**config.mk**
```make
export PLATFORM = sky130hd
export DESIGN_NAME = fetch_pc
export DESIGN_NICKNAME = d
export VERILOG_FILES = /design/src/rtl/fetch_pc.sv
export SDC_FILE = /design/constraint.sdc
export NUM_CORES = 1
export LEC_CHECK = 0
export BUFFER_PORTS_ARGS = -buffer_cell sky130_fd_sc_hd__buf_4
export CAP_MARGIN = 20
export CORE_AREA = 2 2 84 86
export CTS_CLUSTER_DIAMETER = 150
export DETAILED_ROUTE_END_ITERATION = 8
export DIE_AREA = 0 0 86 88
export PLACE_DENSITY = 0.91
export SLEW_MARGIN = 20
export SYNTH_ARGS = -nofsm -noshare
export SYNTH_HDL_FRONTEND = slang
export SYNTH_SLANG_ARGS = --single-unit
export TNS_END_PERCENT = 100
```
**constraint.sdc**
```tcl
create_clock -name CLK -period 5.2 [get_ports CLK]
set_clock_uncertainty 0.05 [all_clocks]
set_input_delay 1.04 -clock CLK [delete_from_list [all_inputs] [get_ports CLK]]
set_output_delay 1.04 -clock CLK [all_outputs]
set_load 0.01 [all_outputs]
```
**src/rtl/fetch_pc.sv**
```systemverilog
// fetch_pc: program counter and instruction register stage that feeds the control FSM.
// Latency: an advance sampled at edge N gives a new PC and IMEM_REQ=1 after N; INSTR is loaded after the edge that samples IMEM_ACK=1 (at least 2 edges from advance to instruction).
// Backpressure: PC_WRITE is ignored while BUSY=1 (BOOT or REQ), with no queuing; the request is held until IMEM_ACK arrives.
//
// Ports:
//   CLK, RST (async, active-high), PC_RST (synchronous PC clear)
//   PC_WRITE/PC_SEL/BR_SEL   : advance command from the controller
//   IMEM_REQ/IMEM_ADDR       : fetch request towards instruction memory
//   IMEM_ACK/IMEM_DATA       : fetch response from instruction memory
//   PC, INSTR, OPCODE, MM, IR_VALID, BUSY, HALTED : status towards the controller
// Optional build macro FETCH_HALT_EN: fetching a word with opcode 4'hF latches HALTED.
// While HALTED is set, advances are blocked until RST or PC_RST.
module fetch_pc #(
  parameter int               PC_W     = 16,
  parameter logic [PC_W-1:0]  RESET_PC = '0
) (
  input  logic            CLK,
  input  logic            RST,
  input  logic            PC_RST,
  input  logic            PC_WRITE,
  input  logic            PC_SEL,
  input  logic            BR_SEL,
  input  logic            IMEM_ACK,
  input  logic [31:0]     IMEM_DATA,
  output logic            IMEM_REQ,
  output logic [PC_W-1:0] IMEM_ADDR,
  output logic [PC_W-1:0] PC,
  output logic [31:0]     INSTR,
  output logic [3:0]      OPCODE,
  output logic [3:0]      MM,
  output logic            IR_VALID,
  output logic            BUSY,
  output logic            HALTED
);

  typedef enum logic [1:0] {
    S_BOOT = 2'd0,
    S_REQ  = 2'd1,
    S_IDLE = 2'd2
  } state_t;

  state_t          state_q, state_d;
  logic [PC_W-1:0] pc_q, pc_d;
  logic [31:0]     instr_q, instr_d;
  logic            ir_valid_q, ir_valid_d;
  logic            req_q, req_d;
  logic [PC_W-1:0] pc_next;
  logic            halt_blk;

`ifdef FETCH_HALT_EN
  logic halted_q, halted_d;
  assign halt_blk = halted_q;
  assign HALTED   = halted_q;
`else
  assign halt_blk = 1'b0;
  assign HALTED   = 1'b0;
`endif

  // The low PC_W bits of the sign-extended 16-bit offset are simply
  // INSTR[PC_W-1:0] (PC_W <= 16), so relative and absolute targets share
  // the same slice; the add wraps mod 2^PC_W.
  always_comb begin
    pc_next = pc_q + PC_W'(1);
    if (PC_SEL) begin
      if (BR_SEL) pc_next = instr_q[PC_W-1:0];
      else        pc_next = pc_q + instr_q[PC_W-1:0];
    end
  end

  always_comb begin
    state_d    = state_q;
    pc_d       = pc_q;
    instr_d    = instr_q;
    ir_valid_d = ir_valid_q;
    req_d      = req_q;
`ifdef FETCH_HALT_EN
    halted_d   = halted_q;
`endif
    if (PC_RST) begin
      // Abandons any in-flight request; INSTR is deliberately kept.
      state_d    = S_BOOT;
      pc_d       = RESET_PC;
      ir_valid_d = 1'b0;
      req_d      = 1'b0;
`ifdef FETCH_HALT_EN
      halted_d   = 1'b0;
`endif
    end else begin
      case (state_q)
        S_BOOT: begin
          state_d = S_REQ;
          req_d   = 1'b1;
        end
        S_REQ: begin
          if (IMEM_ACK) begin
            instr_d    = IMEM_DATA;
            ir_valid_d = 1'b1;
            req_d      = 1'b0;
            state_d    = S_IDLE;
`ifdef FETCH_HALT_EN
            if (IMEM_DATA[31:28] == 4'hF) halted_d = 1'b1;
`endif
          end
        end
        S_IDLE: begin
          if (PC_WRITE && !halt_blk) begin
            pc_d       = pc_next;
            ir_valid_d = 1'b0;
            req_d      = 1'b1;
            state_d    = S_REQ;
          end
        end
        default: begin
          state_d = S_BOOT;
          req_d   = 1'b0;
        end
      endcase
    end
  end

  always_ff @(posedge CLK or posedge RST) begin
    if (RST) begin
      state_q    <= S_BOOT;
      pc_q       <= RESET_PC;
      instr_q    <= '0;
      ir_valid_q <= 1'b0;
      req_q      <= 1'b0;
`ifdef FETCH_HALT_EN
      halted_q   <= 1'b0;
`endif
    end else begin
      state_q    <= state_d;
      pc_q       <= pc_d;
      instr_q    <= instr_d;
      ir_valid_q <= ir_valid_d;
      req_q      <= req_d;
`ifdef FETCH_HALT_EN
      halted_q   <= halted_d;
`endif
    end
  end

  assign IMEM_REQ  = req_q;
  assign IMEM_ADDR = pc_q;
  assign PC        = pc_q;
  assign INSTR     = instr_q;
  assign OPCODE    = instr_q[31:28];
  assign MM        = instr_q[27:24];
  assign IR_VALID  = ir_valid_q;
  assign BUSY      = (state_q != S_IDLE);

endmodule
```
==> metrics.cfg <==
[outcome]
status = completed

[global_route]
first_global_vias = 3100
grt_max_degree = 52
overflow = 0
grt_pass1_wl_mm = 15.3
groute.usage.overall = 0.254
grt_antenna_before_repair = 0

[route]
vias = 3296
drc = 0
drtIter0Drc = 380
wl_per_cell_um = 17.6
ant_nets = 0
via_per_inst = 6.12
wl_mm = 9.50
first_pass_iters = 5

[power_and_ir_drop]
power_density_mw_per_mm2 = 287
intPower_w = 0.000795
p_sw_frac = 0.358
ir_worst_vdd_uv = 225
leakagePower_nw = 2.07
pwr-share-comb = 0.367
net-switching-power_w = 0.000444
pwr-share-clk = 0.197
seqPwrFrac = 0.436

[setup_path]
startpoint_type = flop
crit_top_cell = inv_1
timing.rr.end = IMEM_ADDR[14]
crit_start = IMEM_ADDR[0]
worstPathRequired_ns = 5.36
path_max_fanout = 9
crit_arrival_ns = 2.94
crit_cells = 10
endpoint = IMEM_ADDR[14]
slowest_delay_ns = 0.49
crit_buf_inv = 2
cp-end-kind = flop
rrSetupSlack_ns = 2.42
path_cells = ha_1, inv_1, fa_1, inv_1, a21o_1, a41o_4, a311oi_4, o21ai_1, or3_1, a41o_1
crit_family = compound AO/OA/AOI/OAI gates
rr_worst_depth = 10
crit_slowest_cell = dfrtp_1
timing.rr.start = IMEM_ADDR[0]
critPathKind = reg -> reg

[finish]
area_growth_syn_to_layout_pct = 22.7
finalNonFillerCells = 539
multi_input_area_mm2 = 0.00196
num_antenna_cells = 0
nFillCells = 524
nets = 514
drive_above_1_share = 0.320
register_area_mm2 = 0.00128

[floorplan]
fp-row-count = 30
core-area_mm2 = 0.00664
dieHeight_um = 88
initial_utilization = 0.530
pin_count = 115
fp.dieW_um = 86
fp.dieArea_mm2 = 0.00757

[logic_synthesis]
synth-main-ff-cell = dfrtp_1
synthArstFlopShare = 1.00
syn_area_mm2 = 0.00352
syn-num-nets = 435
yosys.area.top_type = dfrtp_1
postSynthCellCount = 379
yosys-top-cells-count = dfrtp_1, a21oi_1, nor2_1, buf_4, o21ai_0
synth_area_leaders = dfrtp_1, ha_1, mux2_2
yosysUniqueCellTypes = 62
synth-edff-count = 0
avgSynthCellArea_um2 = 9.29
synth_seq_cells = 51
yosysSeqAreaShare = 0.362
synth.most_common_cell = dfrtp_1
yosys_warnings = 0
yosysTopAreaCellShare = 0.362

[flow_run]
drv_cap = 0

[clock_tree]
clk_path_buf_depth = 2
cts_tree = done
cts_htree_levels = 2
cts_resized = 0
hold_buffers = 0
numCtsBuffers = 5
cts_sinks = 51
clkTransAtPathRegs_ns = 0.10
root_buffer = clkbuf_8
postCtsSetupBuffers = 0
clk_latency_ns = 0.32

[placed_design]
portBuffers = 113
hpwl_mm = 7.13
placed_cells = 531
gp_congestion = 0.893

[sta]
hold_violations = 0
min_period_over_period = 0.535
final.setup.tns_ns = 0
finalSetupViolations = 0
rsz0062_at_grt = no
finalMaxSlewViolations = 0
max_clock_freq_ghz = 0.360
slew_headroom = 0.419
min_period_ns = 2.78
worst_pin_slew_ns = 0.871

[min_path]
hp-class = reg -> reg

worst register-to-register path: cells and delay by family (launching register included):
| kind | cells | cell delay, ns |
|---|---|---|
| AOI/OAI and AO/OA | 5 | 1.21 |
| adders and majority gates | 2 | 0.47 |
| buffers and inverters | 2 | 0.12 |
| DFF | 1 | 0.49 |
| and+or+nand+nor | 1 | 0.33 |
sequential cells by signal (all words and copies together), names as in the netlist:
name and cells:
IMEM_ADDR 16, IMEM_REQ 1, INSTR 32, IR_VALID 1, state_q 1
power by group through the flow:
stage	Clock, W	Sequential [W]	Combinational [W]
floorplan	0	0.000556	0.000241
global placement	0	0.000538	0.000436
detailed placement	0	0.000545	0.000452
CTS	0.000247	0.000539	0.000454
global route	0.000260	0.000548	0.000489
finish	0.000245	0.000540	0.000454
worst min-delay path by stage:
stage | slack, ns | depth (start not counted) | to | start
3_5_place_dp | 0.43 | 1 | INSTR[23] | INSTR[23]
5_1_grt | 0.47 | 1 | INSTR[20] | INSTR[20]
6_report | 0.45 | 1 | INSTR[23] | INSTR[23]
4_1_cts | 0.45 | 1 | INSTR[23] | INSTR[23]
3_3_place_gp | 0.42 | 1 | INSTR[22] | INSTR[22]
2_1_floorplan | 0.48 | 1 | INSTR[20] | INSTR[20]
through the flow:
step / total power, W / hold slack [ns] / utilization / setup WS [ns] / instance area, µm²
final: 0.00124 / 0.450 / 0.650 / 2.42 / 4320
after global routing: 0.00130 / 0.475 / 0.650 / 2.19 / 4320
after CTS: 0.00124 / 0.454 / 0.650 / 2.43 / 4320
after detailed placement: 0.000998 / 0.431 / 0.637 / 2.23 / 4230
after global placement: 0.000974 / 0.421 / 0.637 / 2.25 / 4230
after floorplan: 0.000797 / 0.479 / - / 2.64 / 3520
routing by layer:
layer	vias to the layer above	wire length, µm	global-route usage
met5	-	0	0
met4	0	191	0.0837
met3	24	841	0.0518
met2	183	4610	0.421
met1	1566	3850	0.335
li1	1523	-	-
cell type report:
| class | instances | share of cell area |
|---|---|---|
| clock inverter | 2 | 0.00376 |
| clock buffer | 6 | 0.0168 |
| sequential | 51 | 0.295 |
| timing repair buffer | 114 | 0.198 |
| inverter | 11 | 0.00985 |
| multi-input combinational | 275 | 0.453 |
| tap | 80 | 0.0232 |
cells in the final DEF (no fill, tap or decap), drive strengths merged, types with 5 or more instances in the layout:
cell type / netlist / routed
dfrtp: 51 / 51
ha: 16 / 16
o21ai: 31 / 31
nor3: 8 / 8
nand2: 22 / 22
nor2: 28 / 28
nand4: 5 / 5
xnor2: 8 / 8
mux2: 31 / 31
nand3: 8 / 8
clkbuf: 15 / 6
a21o: 8 / 8
nand2b: 8 / 8
a211oi: 5 / 5
buf: 27 / 114
a21oi: 30 / 30
inv: 11 / 11
kinds of logic after synthesis:
kind of cell	share of synthesized area
compound gates	0.203
simple gates	0.147
buf+inv	0.0835
flops	0.362
mux	0.111
fa+ha+maj	0.0625
xor+xnor	0.0299
other cells	0.00107
(Power assumes the default switching activity.)
